[config.mk]
export PLATFORM = sky130hd
export DESIGN_NAME = tetris_cmd_gen
export DESIGN_NICKNAME = d
export VERILOG_FILES = /design/src/rtl/tetris_pkg.sv /design/src/rtl/tetris_cmd_gen_auto_repeat.sv /design/src/rtl/tetris_cmd_gen.sv
export SDC_FILE = /design/constraint.sdc
export NUM_CORES = 1
export LEC_CHECK = 0
export CAP_MARGIN = 20
export CORE_MARGIN = 2
export CORE_UTILIZATION = 45
export CTS_BUF_LIST = sky130_fd_sc_hd__clkbuf_16
export DETAILED_ROUTE_END_ITERATION = 10
export HOLD_SLACK_MARGIN = 0.03
export PLACE_DENSITY = 0.69
export SLEW_MARGIN = 25
export SYNTH_ARGS = -nofsm -noshare
export SYNTH_HDL_FRONTEND = slang
export SYNTH_SLANG_ARGS = --single-unit
[constraint.sdc]
create_clock -name clk -period 4.73 [get_ports clk]
set_clock_uncertainty 0.05 [all_clocks]
set_input_delay 0.7095 -clock clk [delete_from_list [all_inputs] [get_ports clk]]
set_output_delay 0.7095 -clock clk [all_outputs]
set_load 0.01 [all_outputs]
[src/rtl/tetris_pkg.sv]
// rtl/tetris_pkg.sv - shared command codes and arbiter source indices for tetris_cmd_gen
// Purpose: command encoding seen by the game-logic FSM and the arbiter source order.
// Ports: none (package).
package tetris_pkg;

    typedef enum logic [2:0] {
        CMD_ROT   = 3'd0,
        CMD_LEFT  = 3'd1,
        CMD_RIGHT = 3'd2,
        CMD_SOFT  = 3'd3,
        CMD_GRAV  = 3'd4
    } cmd_t;

    // Source index doubles as arbitration priority: lower index wins.
    localparam int NUM_SRC   = 5;
    localparam int SRC_ROT   = 0;
    localparam int SRC_LEFT  = 1;
    localparam int SRC_RIGHT = 2;
    localparam int SRC_SOFT  = 3;
    localparam int SRC_GRAV  = 4;

    function automatic cmd_t src_to_cmd(input logic [2:0] idx);
        case (idx)
            3'd0:    return CMD_ROT;
            3'd1:    return CMD_LEFT;
            3'd2:    return CMD_RIGHT;
            3'd3:    return CMD_SOFT;
            default: return CMD_GRAV;
        endcase
    endfunction

endpackage

[src/rtl/tetris_cmd_gen_auto_repeat.sv]
// rtl/tetris_cmd_gen_auto_repeat.sv - DAS/ARR auto-repeat for one held key
// Purpose: one event per press, a first repeat after DAS_DELAY cycles of holding,
//          then one event every ARR_PERIOD cycles until the key is released.
// Ports: clk, rst (sync active-high), press_p (one-cycle press pulse),
//        level (key held), evt (combinational one-cycle event).
module auto_repeat #(
    parameter int DAS_DELAY  = 15000000,
    parameter int ARR_PERIOD = 5000000,
    parameter int CNT_W      = 26
) (
    input  logic clk,
    input  logic rst,
    input  logic press_p,
    input  logic level,
    output logic evt
);

    localparam logic [CNT_W-1:0] DAS_LAST = CNT_W'(DAS_DELAY - 1);
    localparam logic [CNT_W-1:0] ARR_LAST = CNT_W'(ARR_PERIOD - 1);

    typedef enum logic [1:0] {
        IDLE   = 2'd0,
        DELAY  = 2'd1,
        REPEAT = 2'd2
    } rep_state_t;

    rep_state_t       state, state_n;
    logic [CNT_W-1:0] cnt, cnt_n;

    always_ff @(posedge clk) begin
        if (rst) begin
            state <= IDLE;
            cnt   <= '0;
        end else begin
            state <= state_n;
            cnt   <= cnt_n;
        end
    end

    always_comb begin
        state_n = state;
        cnt_n   = cnt;
        evt     = 1'b0;
        // A fresh press always wins: it emits and restarts the DAS delay
        // regardless of where the repeater currently is.
        if (press_p) begin
            evt     = 1'b1;
            cnt_n   = '0;
            state_n = DELAY;
        end else begin
            case (state)
                DELAY: begin
                    if (!level) begin
                        state_n = IDLE;
                        cnt_n   = '0;
                    end else if (cnt == DAS_LAST) begin
                        evt     = 1'b1;
                        cnt_n   = '0;
                        state_n = REPEAT;
                    end else begin
                        cnt_n = cnt + 1'b1;
                    end
                end
                REPEAT: begin
                    if (!level) begin
                        state_n = IDLE;
                        cnt_n   = '0;
                    end else if (cnt == ARR_LAST) begin
                        evt   = 1'b1;
                        cnt_n = '0;
                    end else begin
                        cnt_n = cnt + 1'b1;
                    end
                end
                default: begin
                    state_n = IDLE;
                end
            endcase
        end
    end

endmodule

[src/rtl/tetris_cmd_gen.sv]
// rtl/tetris_cmd_gen.sv - key/gravity move-event generator with command FIFO
// Purpose: turns debounced key pulses/levels and a gravity timer into move
//          commands, merges duplicates in per-source pending flags, and
//          queues them by priority into a small FIFO for the game logic.
// Ports: clk, rst (sync active-high); u_p/d_p/l_p/r_p press pulses;
//        u_lv/d_lv/l_lv/r_lv held levels; grav_en; cmd_valid/cmd/cmd_ready
//        command handshake; drop_cnt saturating count of merged events.
module tetris_cmd_gen
    import tetris_pkg::*;
#(
    parameter int DAS_DELAY   = 15000000,
    parameter int ARR_PERIOD  = 5000000,
    parameter int GRAV_PERIOD = 50000000,
    parameter int CNT_W       = 26,
    parameter int FIFO_DEPTH  = 4
) (
    input  logic       clk,
    input  logic       rst,
    input  logic       u_p,
    input  logic       d_p,
    input  logic       l_p,
    input  logic       r_p,
    input  logic       u_lv,
    input  logic       d_lv,
    input  logic       l_lv,
    input  logic       r_lv,
    input  logic       grav_en,
    output logic       cmd_valid,
    output logic [2:0] cmd,
    input  logic       cmd_ready,
    output logic [7:0] drop_cnt
);

    localparam int PTR_W = (FIFO_DEPTH > 1) ? $clog2(FIFO_DEPTH) : 1;
    localparam logic [CNT_W-1:0] GRAV_LAST = CNT_W'(GRAV_PERIOD - 1);
    localparam logic [PTR_W:0]   FULL_CNT  = (PTR_W + 1)'(FIFO_DEPTH);

    logic               evt_l, evt_r, evt_d, grav_evt;
    logic [NUM_SRC-1:0] ev, pend, clr, merged;
    logic               sel_valid, push, pop, soft_enq;
    logic [2:0]         sel_idx;
    logic [2:0]         n_drop;
    logic [8:0]         drop_sum;
    logic [CNT_W-1:0]   grav_cnt;

    cmd_t               mem [FIFO_DEPTH];
    logic [PTR_W-1:0]   wr_ptr, rd_ptr;
    logic [PTR_W:0]     count;

    // Up has no held behaviour, so u_lv is deliberately unused.
    logic unused_ok;
    assign unused_ok = u_lv;

    auto_repeat #(.DAS_DELAY(DAS_DELAY), .ARR_PERIOD(ARR_PERIOD), .CNT_W(CNT_W)) u_rep_l (
        .clk(clk), .rst(rst), .press_p(l_p), .level(l_lv), .evt(evt_l)
    );
    auto_repeat #(.DAS_DELAY(DAS_DELAY), .ARR_PERIOD(ARR_PERIOD), .CNT_W(CNT_W)) u_rep_r (
        .clk(clk), .rst(rst), .press_p(r_p), .level(r_lv), .evt(evt_r)
    );
    auto_repeat #(.DAS_DELAY(DAS_DELAY), .ARR_PERIOD(ARR_PERIOD), .CNT_W(CNT_W)) u_rep_d (
        .clk(clk), .rst(rst), .press_p(d_p), .level(d_lv), .evt(evt_d)
    );

    assign grav_evt = grav_en && (grav_cnt == GRAV_LAST);
    assign ev       = {grav_evt, evt_d, evt_r, evt_l, u_p};

    // Priority pick: scanning downward leaves the lowest pending index selected.
    always_comb begin
        sel_valid = 1'b0;
        sel_idx   = 3'd0;
        for (int i = NUM_SRC - 1; i >= 0; i--) begin
            if (pend[i]) begin
                sel_valid = 1'b1;
                sel_idx   = 3'(i);
            end
        end
    end

    assign cmd_valid = (count != '0);
    assign pop       = cmd_valid && cmd_ready;
    // A pop in the same cycle frees a slot, so a full FIFO can still accept.
    assign push      = sel_valid && ((count != FULL_CNT) || pop);
    assign clr       = push ? (NUM_SRC'(1) << sel_idx) : '0;
    assign soft_enq  = push && (sel_idx == 3'(SRC_SOFT));

    // An event on a flag that is being cleared this cycle just re-arms it;
    // only events landing on a flag that stays set are lost.
    assign merged = ev & pend & ~clr;

    always_comb begin
        n_drop = 3'd0;
        for (int i = 0; i < NUM_SRC; i++) begin
            n_drop = n_drop + {2'b00, merged[i]};
        end
        drop_sum = {1'b0, drop_cnt} + {6'd0, n_drop};
    end

    always_ff @(posedge clk) begin
        if (rst) begin
            pend     <= '0;
            drop_cnt <= '0;
            grav_cnt <= '0;
            wr_ptr   <= '0;
            rd_ptr   <= '0;
            count    <= '0;
        end else begin
            pend     <= ev | (pend & ~clr);
            drop_cnt <= drop_sum[8] ? 8'hff : drop_sum[7:0];
            if (!grav_en || soft_enq || grav_evt) begin
                grav_cnt <= '0;
            end else begin
                grav_cnt <= grav_cnt + 1'b1;
            end
            if (push) begin
                wr_ptr <= wr_ptr + 1'b1;
            end
            if (pop) begin
                rd_ptr <= rd_ptr + 1'b1;
            end
            case ({push, pop})
                2'b10:   count <= count + 1'b1;
                2'b01:   count <= count - 1'b1;
                default: count <= count;
            endcase
        end
    end

    // Storage needs no reset: cmd is gated by cmd_valid.
    always_ff @(posedge clk) begin
        if (push) begin
            mem[wr_ptr] <= src_to_cmd(sel_idx);
        end
    end

    assign cmd = cmd_valid ? mem[rd_ptr] : CMD_ROT;

endmodule
==> run summary, run 1 <==
The initial utilization of the core area, before any placement, comes to 46.2%. The tightest hold path in the finished design has a slack of 390 ps. Dividing total power by cell area gives a power density of 365 nW/um^2.

After routing the design area is 8430 sq um. The tools report the launching point of the worst reg2reg path as u_rep_r.cnt[0]. Measured against the total synthesized area, the mux share comes to 1.45%. IR analysis of the VDD net gives a maximum drop of 0.281 mV.

The run gives 0 as the count of endpoints failing hold in the final timing report. Setup repair after global routing left no endpoint under its margin. Clock-pin slew was measured on the worst setup and hold paths at 60 ps.

The critical path is of the flop to flop type. Average instance area after synthesis: 8.40 sq um. The synthesized flop and latch total came out at 144. The die span in x is 132 um. The number of antenna violations at the first check in global routing came out at 0. From synthesis to final layout, the design area changed by 13.9%.

After detailed placement, the design holds a cell count of 1088. The area of combinational cells with multiple inputs was 4120 sq um; the total CTS buffers was 17. The routability congestion estimate is 0.820, and the via count is 6221. For the number of design rule violations left after detail routing, the log shows 0. The path with the worst hold slack has its endpoint at grav_cnt[0]. The required time at the worst-slack endpoint is 4980 ps, and the number of synthesized flops with an enable pin is 12. The max-cap check violation count is 0.

Wire length reported by the detailed router: 15500 um. For the number of distinct library cells after synthesis, the log shows 71. After Yosys synthesis, full adders, half adders and majority gates account for 4.13% of the synthesized area.

The worst setup path is captured at a flop. The synthesized netlist devotes 30.5% of its cell area to simple gates. The path class of the tightest hold or removal check is flop to flop.

Measured against its own limit, the worst slew margin works out to 36.7%. Of all nets on the critical path, the largest fanout is 6. Worst path setup slack after routing: 334 ps.

After detailed routing, the average wire length per cell comes to 13.9 um. Setup violations remaining at the end of the flow were counted as 0. Summing the areas of all xor and xnor instances in the mapped netlist gives 5.21% of the synthesized area.

Once detailed placement completed, the half-perimeter wirelength came to 10600 um. In the synthesized netlist the dominant register cell turns out to be sky130_fd_sc_hd__dfxtp_1. After global routing the overflow that remains totals 0.

The number of cells traversed by the worst hold path is 1. The number of cells on the worst reg-to-reg path is 15. The run gives 915 as the post-synthesis net count. The tools report the antenna diode count as 0. 24 I/O pins were placed. After detailed routing, the number of vias per cell comes to 5.55. The count of nets left with antenna violations once routing finished came out at 0. For the total negative slack, the log shows 0 ps. The main combinational cell family by area after synthesis was simple AND/OR/NAND/NOR gates. The share of post-route cells with drive strength above 1 is 6.64%, and the overall die height is 132 um. The global-route usage over all layers was 18.5%; the number of global-route vias before repair was 5762.

The worst register-to-register path has a setup slack of 330 ps. The number of rows created at floorplan is 46. The cell area reported after detailed placement was 7770 sq um. The tools report the DRC marker count from the first detailed-route iteration as 359. The clock root buffer was sky130_fd_sc_hd__clkbuf_16.

Fill cells in the final layout number 1563. The run finished with clean final reports. The count of buffers added on input and output ports is 22. The floorplan step defined a die boundary enclosing 17500 sq um. The fraction of registers with async set/reset is 0%. The tools report the largest net degree at the start of global routing as 28. The tools report the area inside the core boundary as 16000 sq um. The slew at the pin closest to its max-slew limit was 949 ps; the highest clock frequency the design can meet was 227 MHz.

Sequential elements use 40.6% of the synthesized area. The longest clock path from root to sink contains 2 buffers. At the later pin of the worst-skew pair, clock insertion delay measures 430 ps.

The number of buffers inserted to repair setup after CTS was 0. The first global-routing pass estimated 26800 um of wire. H-tree depth reported by CTS: 4. Summing the areas of all compound-gate instances in the mapped netlist gives 14.1% of the synthesized area. The post-synthesis cell count is 881, and the worst slack at placement is 194 ps. The Yosys step of the flow raised 0 warnings. The endpoint identified for the worst register-to-register timing path is drop_cnt[3].

The final instance count without filler cells was 1120. The final critical path takes up 92.9% of the cycle. The number of pins exceeding their max-slew limit in the final report is 0. The leakage power is 2.82 nW.

The worst path needs 4400 ps of the cycle, external delays included. The startpoint identified for the worst hold timing path is grav_cnt[0]. For this design, the sink count on the clock tree is 144. TritonCTS built the clock tree. The critical path arrival was 4640 ps; the sequential cell area was 3000 sq um. The count of TritonRoute iterations in the first routing pass was 5; the total standard cell area after synthesis was 7400 sq um.

The count of nets after finishing was 925. The worst setup path is launched from a flop.
## synthesized netlist by cell type, types with 18 or more instances
cell | n | area, sq um
sky130_fd_sc_hd__nand2_1 | 94 | 353
sky130_fd_sc_hd__nand3_1 | 68 | 340
sky130_fd_sc_hd__nand4_1 | 25 | 156
sky130_fd_sc_hd__nor2_1 | 89 | 334
sky130_fd_sc_hd__dfxtp_1 | 132 | 2640
sky130_fd_sc_hd__o21ai_0 | 32 | 160
sky130_fd_sc_hd__or3_1 | 20 | 125
sky130_fd_sc_hd__inv_1 | 32 | 120
sky130_fd_sc_hd__a21oi_1 | 48 | 240
sky130_fd_sc_hd__nor3_1 | 30 | 150
sky130_fd_sc_hd__xnor2_1 | 21 | 184
sky130_fd_sc_hd__a31oi_1 | 22 | 138
sky130_fd_sc_hd__xor2_1 | 23 | 201
sky130_fd_sc_hd__and3_1 | 21 | 131
sky130_fd_sc_hd__clkbuf_1 | 24 | 90.1
sky130_fd_sc_hd__ha_1 | 18 | 225
## routing by layer
| metal | global-route usage, % | part of all wire, % |
|---|---|---|
| met1 | 24.4 | 48 |
| met2 | 29.6 | 46 |
| met3 | 4.27 | 4.2 |
| met4 | 6.93 | 1.5 |
| met5 | 0 | 0 |
## cell usage in the layout (no fill, tap or decap), types with 18 or more instances in the layout
cell                              netlist  final
sky130_fd_sc_hd__dfxtp_1              132    132
sky130_fd_sc_hd__nand2_1               94     94
sky130_fd_sc_hd__nor2_1                89     89
sky130_fd_sc_hd__nand3_1               68     68
sky130_fd_sc_hd__a21oi_1               48     47
sky130_fd_sc_hd__inv_1                 32     32
sky130_fd_sc_hd__o21ai_0               32     32
sky130_fd_sc_hd__nor3_1                30     28
sky130_fd_sc_hd__nand4_1               25     25
sky130_fd_sc_hd__xor2_1                23     23
sky130_fd_sc_hd__a31oi_1               22     22
sky130_fd_sc_hd__clkdlybuf4s50_1        0     22
sky130_fd_sc_hd__and3_1                21     21
sky130_fd_sc_hd__xnor2_1               21     21
sky130_fd_sc_hd__or3_1                 20     20
sky130_fd_sc_hd__ha_1                  18     18
## where the power goes
group / total [mW] / leakage, nW / internal [mW] / switching, mW
sequential: 1.32 / 1.18 / 1.28 / 0.0368
clock: 1.45 / 0.306 / 0.931 / 0.523
combinational: 0.298 / 1.33 / 0.145 / 0.152
total: 3.07 / 2.82 / 2.36 / 0.712
## critical path, cell delays in order (launching register included)
cell	delay [ps]
sky130_fd_sc_hd__dfxtp_1	390
sky130_fd_sc_hd__ha_1	230
sky130_fd_sc_hd__and4_1	250
sky130_fd_sc_hd__nand3_1	100
sky130_fd_sc_hd__or4_4	590
sky130_fd_sc_hd__o31ai_1	100
sky130_fd_sc_hd__a21oi_1	130
sky130_fd_sc_hd__nor2_1	160
sky130_fd_sc_hd__fa_1	450
sky130_fd_sc_hd__fa_1	500
sky130_fd_sc_hd__ha_1	240
sky130_fd_sc_hd__fa_1	430
sky130_fd_sc_hd__a21oi_2	230
sky130_fd_sc_hd__nor3b_1	90
sky130_fd_sc_hd__nand3_1	210
sky130_fd_sc_hd__a21oi_1	120
## state kept, by name, summed over array words and instances, names as in the netlist, named ones only
name,cells
u_rep_d.cnt,26
drop_cnt,8
rd_ptr,2
u_rep_r.cnt,26
count,3
wr_ptr,2
u_rep_l.cnt,26
mem,12
grav_cnt,26
u_rep_d.state,2
u_rep_r.state,2
pend,5
u_rep_l.state,2
## cell type report
class / count / share of cell area [%]
inverters: 32 / 1.43
flip-flops and latches: 144 / 35.6
clock inverters: 15 / 2.58
well taps: 216 / 3.21
multi-input cells: 667 / 48.9
clock buffers: 17 / 5.05
repair buffers: 29 / 3.24
## through the flow
stage          utilization [%]  power, mW
6_report                  52.7       3.07
4_1_cts                   52.6       3.11
2_1_floorplan                -       1.54
5_1_grt                   52.7       3.20
3_3_place_gp              48.6       1.64
3_5_place_dp              48.6       1.65
## cell families (layout without fill, tap and decap cells)
group / Yosys count / after routing
AOI/OAI and AO/OA: 159 / 159
xor gates and xnor gates: 44 / 44
adders and majority gates: 22 / 22
buffers and inverters: 70 / 93
DFF: 144 / 144
muxes: 7 / 7
and+or+nand+nor: 435 / 435
## worst max-delay path by stage
stage | from | end | slack (ps) | cells after the start
2_1_floorplan | u_rep_r.cnt[0] | drop_cnt[0] | 690 | 15
3_3_place_gp | cmd_ready | drop_cnt[0] | 190 | 13
3_5_place_dp | cmd_ready | drop_cnt[3] | 190 | 13
4_1_cts | u_rep_r.cnt[0] | drop_cnt[1] | 230 | 15
5_1_grt | u_rep_r.cnt[0] | drop_cnt[3] | 10 | 15
6_report | u_rep_r.cnt[0] | drop_cnt[3] | 330 | 15
## repair_timing
item                       CTS  global route
setup endpoints to repair    0             6
hold buffers                 0             0
resized for setup            0             1
(Power assumes the default switching activity.)
==> run 2, diff against run 1 <==
- ABC_CLOCK_PERIOD_IN_PS: not set -> 4730
==> results of run 2 <==
Final layout, timing and power as in run 1 (identical DEF).
==> run 3, diff against run 2 <==
- CORE_MARGIN: 2 -> 3
- MAX_ROUTING_LAYER: not set -> met4
==> run 3 against run 2 <==
Effect of this change:
- total power fell by 1.9%
- first-iteration DRC count rose by 5.8%
- setup slack got worse by 46 ps
- clock power fell by 3%
==> run summary, run 3 (synthesized netlist as in run 1, its figures left out) <==
The number of pins exceeding their max-slew limit in the final report was 0 (unchanged). The required time at the worst-slack endpoint is 4980 ps (about the same). For the routability congestion estimate, the log shows 0.821 (was 0.820).

The global-route usage over all layers is 18.2% (was 18.5%). TritonCTS built the clock tree. The leakage power was 2.81 nW (was 2.82 nW). The clock-pin slew on the worst setup and hold paths is 60 ps (about the same), and the die span in x is 134 um (was 132 um). The highest clock frequency the design can meet is 225 MHz (was 227 MHz). The logs give 18000 sq um (was 17500 sq um) for the area of the die and 6242 (was 6221) for the via count. The TritonCTS sink count was 144 (unchanged); the number of global-route vias before repair was 5730 (was 5762). The logs give 0 (unchanged) for the number of antenna violations at the first check in global routing and 0 ps (unchanged) for the total negative slack. The number of design rule violations left after detail routing is 0 (unchanged). The worst hold path class was flop to flop (unchanged).

The number of buffers inserted by port buffering came out at 22 (unchanged). Commonest cells after routing, fill and taps aside: 132 x sky130_fd_sc_hd__dfxtp_1, 94 x sky130_fd_sc_hd__nand2_1, 89 x sky130_fd_sc_hd__nor2_1 (unchanged). For the largest buffer count on any clock path, the log shows 2 (unchanged). The register-to-register setup slack came out at 290 ps (was 330 ps). The slew at the pin closest to its max-slew limit came out at 999 ps (was 949 ps). The H-tree depth reported by CTS is 4 (unchanged), and the largest net degree at the start of global routing is 27 (was 28). The count of instances resized after the clock tree is built is 0 (unchanged). The tools report the clock root buffer as sky130_fd_sc_hd__clkbuf_16 (unchanged). The flow ran to the end, and the final reports show no timing, DRC or antenna violations. The logs give 420 ps (was 430 ps) for the source-to-sink clock delay at the later pin of the worst-skew pair and 46.2% (unchanged) for the starting density of the core. The total of fill cells in the finished design is 1561 (was 1563), and the maximum ir drop on the vdd rail is 0.266 mV (was 0.281 mV). The type of element launching the critical path is a flop (unchanged).

The part of the cycle the worst path needs is 93.9% (was 92.9%), and the wire length reported by the detailed router is 15500 um (about the same). The number of primary I/O pins was 24 (unchanged); the detail-routed via count per cell was 5.57 (was 5.55). The most common library cell in the layout ignoring fill and taps is sky130_fd_sc_hd__dfxtp_1 (unchanged). The met1 global-route usage is 23.8% (was 24.4%). The endpoint class of the critical path is a flop (unchanged).

The tools report the placed cell count as 1089 (was 1088). The global-route layer with the greatest usage was met2 (unchanged). The max-cap check violation count is 0 (unchanged), and the synthesis-to-finish area growth is 13.6% (was 13.9%). The start-to-end type of the worst setup path is flop to flop (unchanged).

The post-route total power was 3.02 mW (was 3.07 mW); the global-route wire length before repair was 26600 um (was 26800 um). The count of endpoints failing hold in the final timing report came out at 0 (unchanged). Critical path arrival: 4690 ps (was 4640 ps). For the antenna diode count, the log shows 0 (unchanged). The overall die height works out to 134 um (was 132 um).

The time the worst path needs with I/O delays and setup is 4440 ps (was 4400 ps), and the count of TritonRoute iterations in the first routing pass is 5 (unchanged). Hold-fix buffer count after cts: 0 (unchanged). The detail-routed net length per standard cell came out at 13.8 um (was 13.9 um). The tools report the met2 track utilization from global routing as 28.2% (was 29.6%).

For the area of combinational cells with multiple inputs, the log shows 4110 sq um (was 4120 sq um). Relative max-transition margin: 32.9% (was 36.7%). The logs give 17 (unchanged) for the total CTS buffers and 0 (unchanged) for the total overflow reported by the global router. The number of buffers inserted to repair setup after CTS was 0 (unchanged).

The tools report the area inside the core boundary as 16000 sq um (unchanged). The met3 demand-to-capacity share in global routing was 3.53% (was 4.27%). The post-route antenna net violation count was 0 (unchanged); the total power density per cell area was 359 nW/um^2 (was 365 nW/um^2). The count of nets after finishing was 926 (was 925).

The logs give 1121 (was 1120) for the final instance count without filler cells and 52.5% (was 52.7%) for the post-route core utilization. The placed wire-length estimate came out at 10800 um (was 10600 um). DRC marker count from the first detailed-route iteration: 380 (was 359). The final setup violation count is 0 (unchanged), and the number of rows created at floorplan is 46 (unchanged). The largest fanout on the critical path works out to 6 (unchanged). The sequential cell area was 3000 sq um (unchanged); the share of post-route cells with drive strength above 1 was 6.41% (was 6.64%).

Setup repair after global routing left no endpoint under its margin.
## run 3: final timing paths
path / startpoint / endpoint / cells past startpoint
worst max-delay path: u_rep_r.cnt[0] / drop_cnt[1] / 15
worst min-delay path: grav_cnt[0] / grav_cnt[0] / 1
worst max register to register: u_rep_r.cnt[0] / drop_cnt[1] / 15
worst min register to register: grav_cnt[0] / grav_cnt[0] / 1
## run 3: metal layers
| layer | up-vias | wire, um |
|---|---|---|
| li1 | 3183 | - |
| met1 | 2949 | 7710 |
| met2 | 96 | 7100 |
| met3 | 14 | 480 |
| met4 | 0 | 201 |
| met5 | - | 0 |
## run 3: cell type report
type                    instances  area share, %
multi-input cells             667           48.9
flip-flops and latches        144           35.7
clock buffers                  17           5.06
repair buffers                 30           3.34
well taps                     216           3.22
clock inverters                15           2.31
inverters                      32           1.43
## run 3: power by group
part | switching [mW] | internal (mW)
Combinational | 0.153 | 0.145
Sequential | 0.0372 | 1.28
Clock | 0.518 | 0.878
Total | 0.709 | 2.31
## run 3: worst max-delay path, cell delays in order (launching register included)
cell,delay [ps]
sky130_fd_sc_hd__dfxtp_1,390
sky130_fd_sc_hd__ha_1,230
sky130_fd_sc_hd__and4_1,250
sky130_fd_sc_hd__nand3_1,100
sky130_fd_sc_hd__or4_4,590
sky130_fd_sc_hd__o31ai_1,110
sky130_fd_sc_hd__a21oi_1,130
sky130_fd_sc_hd__nor2_1,140
sky130_fd_sc_hd__fa_1,450
sky130_fd_sc_hd__fa_1,500
sky130_fd_sc_hd__ha_1,240
sky130_fd_sc_hd__fa_1,400
sky130_fd_sc_hd__a21oi_1,300
sky130_fd_sc_hd__nor3b_1,110
sky130_fd_sc_hd__nand3_1,230
sky130_fd_sc_hd__a21oi_1,110
## run 3: metrics by stage
stage	hold slack [ps]	setup slack (ps)	area, sq um
finish	399	288	8400
global placement	380	192	7780
global route	443	30.5	8400
floorplan	363	693	7400
detailed placement	392	185	7780
CTS	400	259	8400
==> edit (flow settings as in run 3) <==
Change the parameter `FIFO_DEPTH` from 4 to 2.
--- a/src/rtl/tetris_cmd_gen.sv
+++ b/src/rtl/tetris_cmd_gen.sv
@@ -12,7 +12,7 @@
     parameter int ARR_PERIOD  = 5000000,
     parameter int GRAV_PERIOD = 50000000,
     parameter int CNT_W       = 26,
-    parameter int FIFO_DEPTH  = 4
+    parameter int FIFO_DEPTH  = 2
 ) (
     input  logic       clk,
     input  logic       rst,
Check against the original RTL: not equivalent (a bounded check fails within 10 cycles, from zero or initial values and one cycle with rst high).
==> edit against run 3 <==
Worst setup slack improved by 0.098 ns. Combinational power shrank 23%. Largest power group is now registers. Largest cell class unchanged. Maximum frequency up 2.3%. Wire length grew 9.7%. Critical endpoint is now drop_cnt[2]$_SDFF_PP0_. Design area shrank 2.0%. Via count up 8.1%. Synthesized area fell by 0.85%. Die area decreased by 0.81%. Sequential cell count is 10 lower. Total power down 15%. Non-clock buffer count grew 3.
==> edit: results (changes against run 3) <==
Parameter                              Value

Status
  Result of the run    completed (unchanged)

Global routing
  First-pass GRT wire length    28800 um (was 26600 um)
  Global routing met3 resource utilization    4.65% (was 3.53%)
  Largest net degree at the start of global routing    26 (was 27)
  Total routing usage reported by global routing    19.9% (was 18.2%)
  Fraction of met1 tracks used by global routing    27.0% (was 23.8%)
  Met2 usage in global routing    30.2% (was 28.2%)

Setup path
  Crit-path slowest cell    fa_1 (was or4_4)
  Worst Path Arrival    4.58 ns (was 4.69 ns)
  Max incr delay on CP    0.49 ns (was 0.59 ns)
  Flop2flop setup slack    0.39 ns (was 0.29 ns)

Placement
  Post-DP HPWL    11600 um (was 10800 um)
  Gpl congestion    0.866 (was 0.821)

Synth
  Largest cells by area after synthesis    dfxtp_1 35%, nand2_1 6.3%, nor2_1 4.4% (was dfxtp_1 36%, edfxtp_1 4.9%, nand2_1 4.8%)
  Post-Synth Adder-Cell Area    3.38% (was 4.13%)
  Fraction of synthesized cell area in xor and xnor cells    5.73% (was 5.21%)
  Seq/Total Area, Yosys    37.4% (was 40.6%)
  Number of unique standard cell types used by synthesis    69 (was 71)

Routing
  Number of iterations in the first detailed-routing pass    6 (was 5)
  Routed length on met3    904 um (was 480 um)
  Total routed wire length on the met1 layer    8270 um (was 7710 um)
  Iteration-0 DRC count of the detailed router    606 (was 380)
  Met2 wire len    7650 um (was 7100 um)
  Detailed-route via count    6745 (was 6242)
  Total wirelength of the detailed-routed design    17000 um (was 15500 um)

Pwr
  Worst IR drop on VDD    0.000272 V (was 0.000266 V)
  Leakage power total    2.75 nW (was 2.81 nW)

STA
  Remaining max-slew budget at the tightest pin    38.2% (was 32.9%)

Finish
  Proportion of layout cells with a drive suffix above 1    6.47% (was 6.41%)
  Multi-input combinational cell area    4340 um^2 (was 4110 um^2)
  Nets    945 (was 926)
  Fillers    1554 (was 1561)
-- edit: changes by cell type in the layout (fill, tap and decap cells not counted), sizes merged, moves of 6 or more --
cell    delta
a32oi      +7
a21oi     -18
o41ai      +6
inv       -11
nand4     +11
nor4      +13
and2      -12
or4       +11
clkinv     +7
edfxtp     -6
nand3      -6
xnor2      +9
a21o       -7
nand2     +28
-- edit: per-stage QoR --
stage,cell area [um^2],util [%],std cells,hold slack (ns),setup WS (ns)
final,8240,51.7,1144,0.425,0.386
after global routing,8240,51.7,1144,0.451,0.000848
after CTS,8240,51.7,1144,0.430,0.357
after detailed placement,7740,48.5,1112,0.409,0.376
after global placement,7740,48.5,1112,0.392,0.437
after floorplan,7330,-,909,0.376,0.646
-- edit: path summary, 6_finish.rpt --
kind | startpoint | endpoint
max | u_rep_r.state[0]$_SDFFE_PP0P_ | drop_cnt[2]$_SDFF_PP0_
min reg2reg | grav_cnt[0]$_SDFF_PP0_ | grav_cnt[0]$_SDFF_PP0_
max reg2reg | u_rep_r.state[0]$_SDFFE_PP0P_ | drop_cnt[2]$_SDFF_PP0_
min | grav_cnt[0]$_SDFF_PP0_ | grav_cnt[0]$_SDFF_PP0_
-- edit: layout make-up --
class                      count  area share [%]
tap                          216            3.28
timing repair buffer          33            3.68
multi-input combinational    708            52.7
inverter                      21           0.957
sequential                   134            33.3
clock buffer                  17            5.16
clock inverter                15           0.911
-- edit: report_power, final --
group          leakage, nW  total [mW]  switching (mW)  internal, mW
Sequential            1.09        1.20          0.0259          1.18
Combinational         1.39       0.230           0.125         0.105
Clock                0.264        1.12           0.472         0.650
